$ cat src/rtl/led_pwm_fader_if.sv
// Signal bundle between the LED control logic and the PWM fader.
// The master drives the LED requests and brightness target.
// The slave (the fader) returns the PWM drive and the frame pulse.
interface led_pwm_fader_if;
  logic [7:0] led_in;
  logic [7:0] brightness;
  logic [7:0] led_out;
  logic       frame_tick;

  modport master (
    output led_in,
    output brightness,
    input  led_out,
    input  frame_tick
  );

  modport slave (
    input  led_in,
    input  brightness,
    output led_out,
    output frame_tick
  );
endinterface

$ cat src/rtl/led_pwm_fader.sv
// Eight-channel LED PWM driver with per-frame brightness fading.
// A prescaler divides clk into PWM ticks, and an 8-bit counter sweeps each frame.
// At every frame boundary each channel level steps toward its target by at most STEP.
module led_pwm_fader #(
  parameter int PRESCALE = 4,
  parameter int STEP     = 8
) (
  input  logic           clk,
  input  logic           nrst,
  led_pwm_fader_if.slave bus
);

  localparam logic [15:0] PSC_LAST = 16'(PRESCALE - 1);
  localparam logic [8:0]  STEP_W   = 9'(STEP);

  logic [15:0] psc;
  logic [7:0]  pwm_cnt;
  logic        pwm_tick;
  logic        frame_event;
  logic [7:0]  level      [8];
  logic [7:0]  level_next [8];
  logic [7:0]  led_out_q;
  logic        frame_tick_q;

  assign pwm_tick    = (psc == PSC_LAST);
  assign frame_event = pwm_tick && (pwm_cnt == 8'd255);

  assign bus.led_out    = led_out_q;
  assign bus.frame_tick = frame_tick_q;

  // Move one level toward its target by at most STEP, clamping at the target.
  // The 9-bit working width keeps the sum and difference from wrapping.
  function automatic logic [7:0] fade_step(input logic [7:0] lvl, input logic [7:0] tgt);
    logic [8:0] l9;
    logic [8:0] t9;
    logic [8:0] s9;
    logic [7:0] r;
    l9 = {1'b0, lvl};
    t9 = {1'b0, tgt};
    s9 = l9 + STEP_W;
    r  = lvl;
    if (l9 < t9) begin
      r = (s9 > t9) ? tgt : s9[7:0];
    end else if (l9 > t9) begin
      r = ((l9 - t9) <= STEP_W) ? tgt : 8'(l9 - STEP_W);
    end
    return r;
  endfunction

  // Prescaler and PWM counter; the counter advances once per PWM tick.
  always_ff @(posedge clk) begin
    if (!nrst) begin
      psc     <= '0;
      pwm_cnt <= '0;
    end else begin
      psc <= pwm_tick ? 16'd0 : psc + 16'd1;
      if (pwm_tick) begin
        pwm_cnt <= pwm_cnt + 8'd1;
      end
    end
  end

  // Next level per channel: step toward brightness (lit) or zero (unlit) on a frame event.
  always_comb begin
    for (int i = 0; i < 8; i++) begin
      level_next[i] = level[i];
      if (frame_event) begin
        level_next[i] = fade_step(level[i], bus.led_in[i] ? bus.brightness : 8'd0);
      end
    end
  end

  // Level state, registered PWM compare and registered frame pulse.
  always_ff @(posedge clk) begin
    if (!nrst) begin
      for (int i = 0; i < 8; i++) begin
        level[i] <= '0;
      end
      led_out_q    <= '0;
      frame_tick_q <= 1'b0;
    end else begin
      for (int i = 0; i < 8; i++) begin
        level[i]     <= level_next[i];
        led_out_q[i] <= (pwm_cnt < level[i]);
      end
      frame_tick_q <= frame_event;
    end
  end

endmodule

$ cat src/flat_wrapper.sv
// flat-port wrapper written by rule: the top's interface ports become plain ports
module led_pwm_fader_flat 
#(
  parameter int PRESCALE = 4,
  parameter int STEP     = 8
)
  (clk, nrst, bus_led_in, bus_brightness, bus_led_out, bus_frame_tick);
  led_pwm_fader_if bus_i ();
  input  logic clk;
  input  logic nrst;
  input wire logic [$bits(bus_i.led_in)-1:0] bus_led_in;
  input wire logic [$bits(bus_i.brightness)-1:0] bus_brightness;
  output wire logic [$bits(bus_i.led_out)-1:0] bus_led_out;
  output wire logic [$bits(bus_i.frame_tick)-1:0] bus_frame_tick;
  assign bus_i.led_in = bus_led_in;
  assign bus_i.brightness = bus_brightness;
  assign bus_led_out = bus_i.led_out;
  assign bus_frame_tick = bus_i.frame_tick;
  led_pwm_fader #(.PRESCALE(PRESCALE), .STEP(STEP)) u_core (.clk(clk), .nrst(nrst), .bus(bus_i));
endmodule
$ cat config.mk
export PLATFORM = sky130hd
export DESIGN_NAME = led_pwm_fader_flat
export DESIGN_NICKNAME = d
export VERILOG_FILES = /design/src/rtl/led_pwm_fader_if.sv /design/src/rtl/led_pwm_fader.sv /design/src/flat_wrapper.sv
export SDC_FILE = /design/constraint.sdc
export NUM_CORES = 1
export LEC_CHECK = 0
export CORE_MARGIN = 4
export CORE_UTILIZATION = 40
export DETAILED_ROUTE_END_ITERATION = 16
export GPL_TIMING_DRIVEN = 0
export PLACE_DENSITY = 0.53
export SYNTH_ARGS = -nofsm -noshare
export SYNTH_HDL_FRONTEND = slang
export SYNTH_SLANG_ARGS = --single-unit
$ cat constraint.sdc
create_clock -name clk -period 5.8 [get_ports clk]
set_input_delay 1.16 -clock clk [delete_from_list [all_inputs] [get_ports clk]]
set_output_delay 1.16 -clock clk [all_outputs]
set_load 0.01 [all_outputs]
Word level (Yosys, flattened, before mapping) --
Memories as Yosys holds them, arrays and structs flattened. Index checks and enable logic that the tools add are counted. Widths: inputs -> output; s select.
Operators by class: equality and inequality tests 2, shift-type cells 0, add/subtract/negate cells 26, muxes and demuxes 58, divide/modulo/power cells 0, magnitude comparators 40, reductions and logical operators 2, $mul 0, bitwise gates (word level) 9
Operator list (number):
- $mux 8 | 56
- $lt 8x8->1 | 16
- $add 8x4->9 const B | 8
- $gt 9x8->1 | 8
- $le 9x4->1 const B | 8
- $sub 8x8->9 | 8
- $gt 8x8->1 | 8
- $sub 8x4->8 const B | 8
- $add 16x1->16 const B | 1
- $eq 16x2->1 const B | 1
- $add 8x1->8 const B | 1
- $eq 8x8->1 const B | 1
- $or 1x1->1 | 8
- $mux 1 | 2
- $reduce_or 2->1 | 1
- $logic_and 1x1->1 | 1
- $not 1->1 | 1
Word-level totals: bits in registers 33, memories 1, input port bits 18, logic and storage cells 142, latch bits 0, memory bits (writable) 64, memory bits (read-only) 0, output and inout port bits 9
Memory list:
- u_core.level | depth 8, bits a word 8, read ports 8, clocked after memory_dff 0, wr ports 8, line led_pwm_fader.sv:20 | logic [7:0] level [8];

Logic depth before layout (Yosys ltp) --
word-level depth 8, mapped depth 13, mapped depth without buffers 12

Worst setup path after synthesis --
No wires, ideal clock.
kind input to register, from input bus_brightness[3], to memory u_core.level[0][3], buffers on the path 2, setup time 0.074 ns, arrival time 3.809 ns, required time 5.726 ns, stages on the path 12, setup slack 1.917 ns, cell sequence clkbuf_1 > nand2_1 > ha_1 > o21bai_1 > a21oi_1 > nor4_1 > o31ai_1 > a211oi_1 > or2_1 > clkbuf_1 > or3_1 > a31oi_1
RTL lines:
- start: declaration | line flat_wrapper.sv:12 | input wire logic [$bits(bus_i.brightness)-1:0] bus_brightness;
- end: declaration | line led_pwm_fader.sv:20

==> impl_results.md <==
* Max transition margin at 0.234
* Tmin final at 5.35 ns
* Worst VDD drop at 0.121 mV
* Number of synthesized flops with an enable pin at 0
* Hold path startpoint: u_core.psc[0]
* Clk buf depth at 2
* Kind of critical path: in -> reg
* Crit Path Max Fanout at 10
* Measured slew at the worst slew-check pin at 1.13 ns
* Met3 routed WL at 1.37 mm
* Drt total wl at 33.2 mm
* Placed cell count at 1848
* Number of cell rows at 60
* Post-synth ARST share at 0
* Post-synthesis sequential area ratio at 0.174
* Post_cts resized at 0
* Reg2reg end: u_core.level[0][53]
* Sum Neg Setup Slack at 0 ns
* Final Setup Violations at 0
* Ys Warns at 0
* Clk root buf: clkbuf_16
* Vias per cell at 5.74
* Antenna violations before repair at 0
* Vias in the first global route at 10156
* Clk sink count at 97
* Synthesized area per cell at 7.70 sq um
* Min Hold Slack at 0.466 ns
* Met2 routed WL at 15.1 mm
* Total CTS buffers at 9
* Gate Count Post-Synth at 1452
* CTS tree: done
* I/O pin count at 27
* Required @ worst endpoint at 6.09 ns
* GRT Overall Usage at 0.212
* Initial drt markers at 733
* GRT overflow at 0
* Most common cell after layout, fill and taps aside: ha_1
* Drt drc at 0
* Slew Viols, Final at 0
* Fmax at 187 MHz
* Antenna cells at 0
* Largest net degree at the start of global routing at 20
* Post-synth net total at 1656
* Most frequent cells in the layout: ha_1 (186), nand2_1 (139), nor2_1 (99)
* Vias at 10692
* Power, Total at 1.67 mW
* Period utilisation layout at 0.922
* Layout cell share with drive strength beyond 1 at 0.0328
* Hold buffers post-CTS at 0
* Hold WC Path Type: reg -> reg
* # Post-CTS Setup Buffers at 0
* Uppermost layer routed: met4
* Maxcap violations at 0
* Die Span Y at 175 um
* Crit path launch type: primary input
* DP Worst Slack at 0.0919 ns
* Wirelength per Cell at 17.8 um
* Yosys reg bits at 97
* Flop2flop setup slack at 2.25 ns
* Netlist Area Pre-Place at 11200 sq um
* Die width at 175 um
* Clock skew at 0.0126 ns
* Status: complete, no violations
* Fillers at 2836
* Met1 Wirelength at 16.2 mm
* Clk Latency, worst-skew pair at 0.37 ns
* Clk pin slew, worst setup/hold paths at 0.08 ns
* Reg-to-reg critical path startpoint: u_core.level[0][52]
* Core area at 27300 sq um
* Hold EP: u_core.psc[0]
* Unrepaired setup endpoints after global routing: false
* Final Hold Fails at 0
* Critical path data arrival time at 5.64 ns
* Initial Util at 0.410
* Final std cells w/o fill at 1864
* Worst r2r path cells at 13
* Gpl congestion at 0.895
* Lkg Pwr at 4.93 nW
* Hold path cells at 1
* Die area at 30700 sq um
* DRT antenna net count at 0
* Dpl hpwl at 25.0 mm
* H-Tree Depth at 3
* Worst Setup Slack, final at 0.452 ns
* Layout Nets at 1691
* Synth-to-Final Area Change at 9.05%
* Synth Flop Type: dfxtp_1
* First-pass GRT wire length at 53.2 mm
* Yosys cell types at 77
* Pwr/cell area at 137 nW/um^2
* # port buffers at 24
* Pre-antenna DRT Iters at 6
* CP Capture Type: flop
## where the power goes
part	leakage, nW	switching, mW	internal (mW)	total (mW)
Sequential	0.782	0.00302	0.669	0.672
Combinational	4.00	0.242	0.143	0.385
Clock	0.146	0.311	0.304	0.615
## flip-flops by register name, summed over array words and instances (netlist names)
| name | flops |
|---|---|
| u_core.level | 64 |
| u_core.bus.led_out | 8 |
| u_core.pwm_cnt | 8 |
| u_core.psc | 16 |
| u_core.bus.frame_tick | 1 |
## cell usage after synthesis, types with 6 or more instances
cell      instances  area, sq um
a211oi_1         25          188
a21o_1           66          495
a21oi_1          71          355
a311oi_1          8         70.1
a31oi_1          19          119
and2_1           14         87.6
and3_1           22          138
clkbuf_1         47          176
dfxtp_1          97         1940
ha_1            186         2330
inv_1            96          360
mux2i_1          19          190
nand2_1         139          522
nand2b_1         35          219
nand3_1          78          390
nand3b_1         12         90.1
nand4_1          18          113
nor2_1           99          372
nor2b_1          30          188
nor3_1           30          150
nor4_1           12         75.1
o211a_1          12          120
o211ai_1         18          135
o21a_1           23          173
o21ai_0          60          300
o21bai_1          6         45.0
o221a_2           6         67.6
o221ai_1         11         96.3
o41ai_1           9         78.8
or3_1            13         81.3
xnor2_1          44          385
xor2_1           30          263
## final cells by class
cell class	instances	area, sq um	area share
sequential	97	1940	0.159
inverter	97	364	0.0299
buffer	49	186	0.0153
clock inverter	7	72.6	0.00596
clock buffer	9	225	0.0185
timing repair buffer	24	240	0.0197
multi-input combinational	1209	8690	0.713
tap	372	465	0.0382
## worst max-delay path, stage by stage
cell             delay (ns)
clkdlybuf4s50_1        0.62
clkbuf_1               0.81
nand2_1                0.23
ha_1                   0.35
clkbuf_1               0.29
nand2_1                0.12
a2111oi_0              0.45
o2111ai_1              0.21
o32ai_2                0.49
nand2_1                0.33
or3_1                  0.40
a31oi_1                0.16
## how the worst max path moves through the flow
stage	start	cells after the start	to	slack [ns]
global route	bus_brightness[5]	12	u_core.level[0][59]	0.20
floorplan	bus_brightness[3]	12	u_core.level[0][3]	1.92
detailed placement	bus_brightness[5]	12	u_core.level[0][59]	0.09
CTS	bus_brightness[5]	12	u_core.level[0][59]	0.51
finish	bus_brightness[5]	12	u_core.level[0][59]	0.45
global placement	bus_brightness[5]	12	u_core.level[0][59]	0.15
## stage by stage
stage,area (sq um),utilization
after CTS,12200,0.447
after global placement,11900,0.436
after detailed placement,11900,0.436
after floorplan,11200,-
final,12200,0.447
after global routing,12200,0.447
## cell families after synthesis
| logic type | share of synthesized area |
|---|---|
| adder cells (fa/ha/maj) | 0.208 |
| flip-flops | 0.174 |
| multiplexers | 0.0190 |
| AO/OA/AOI/OAI | 0.259 |
| XOR/XNOR | 0.0580 |
| AND/OR/NAND/NOR | 0.232 |
| buffers and inverters | 0.0493 |
## layer usage
layer | up-vias | global-route usage
met1 | 5025 | 0.298
met4 | 0 | 0.0452
met3 | 36 | 0.0223
met2 | 210 | 0.352
met5 | - | 0
li1 | 5421 | -
Note: power is estimated with default switching activity, not from simulation.
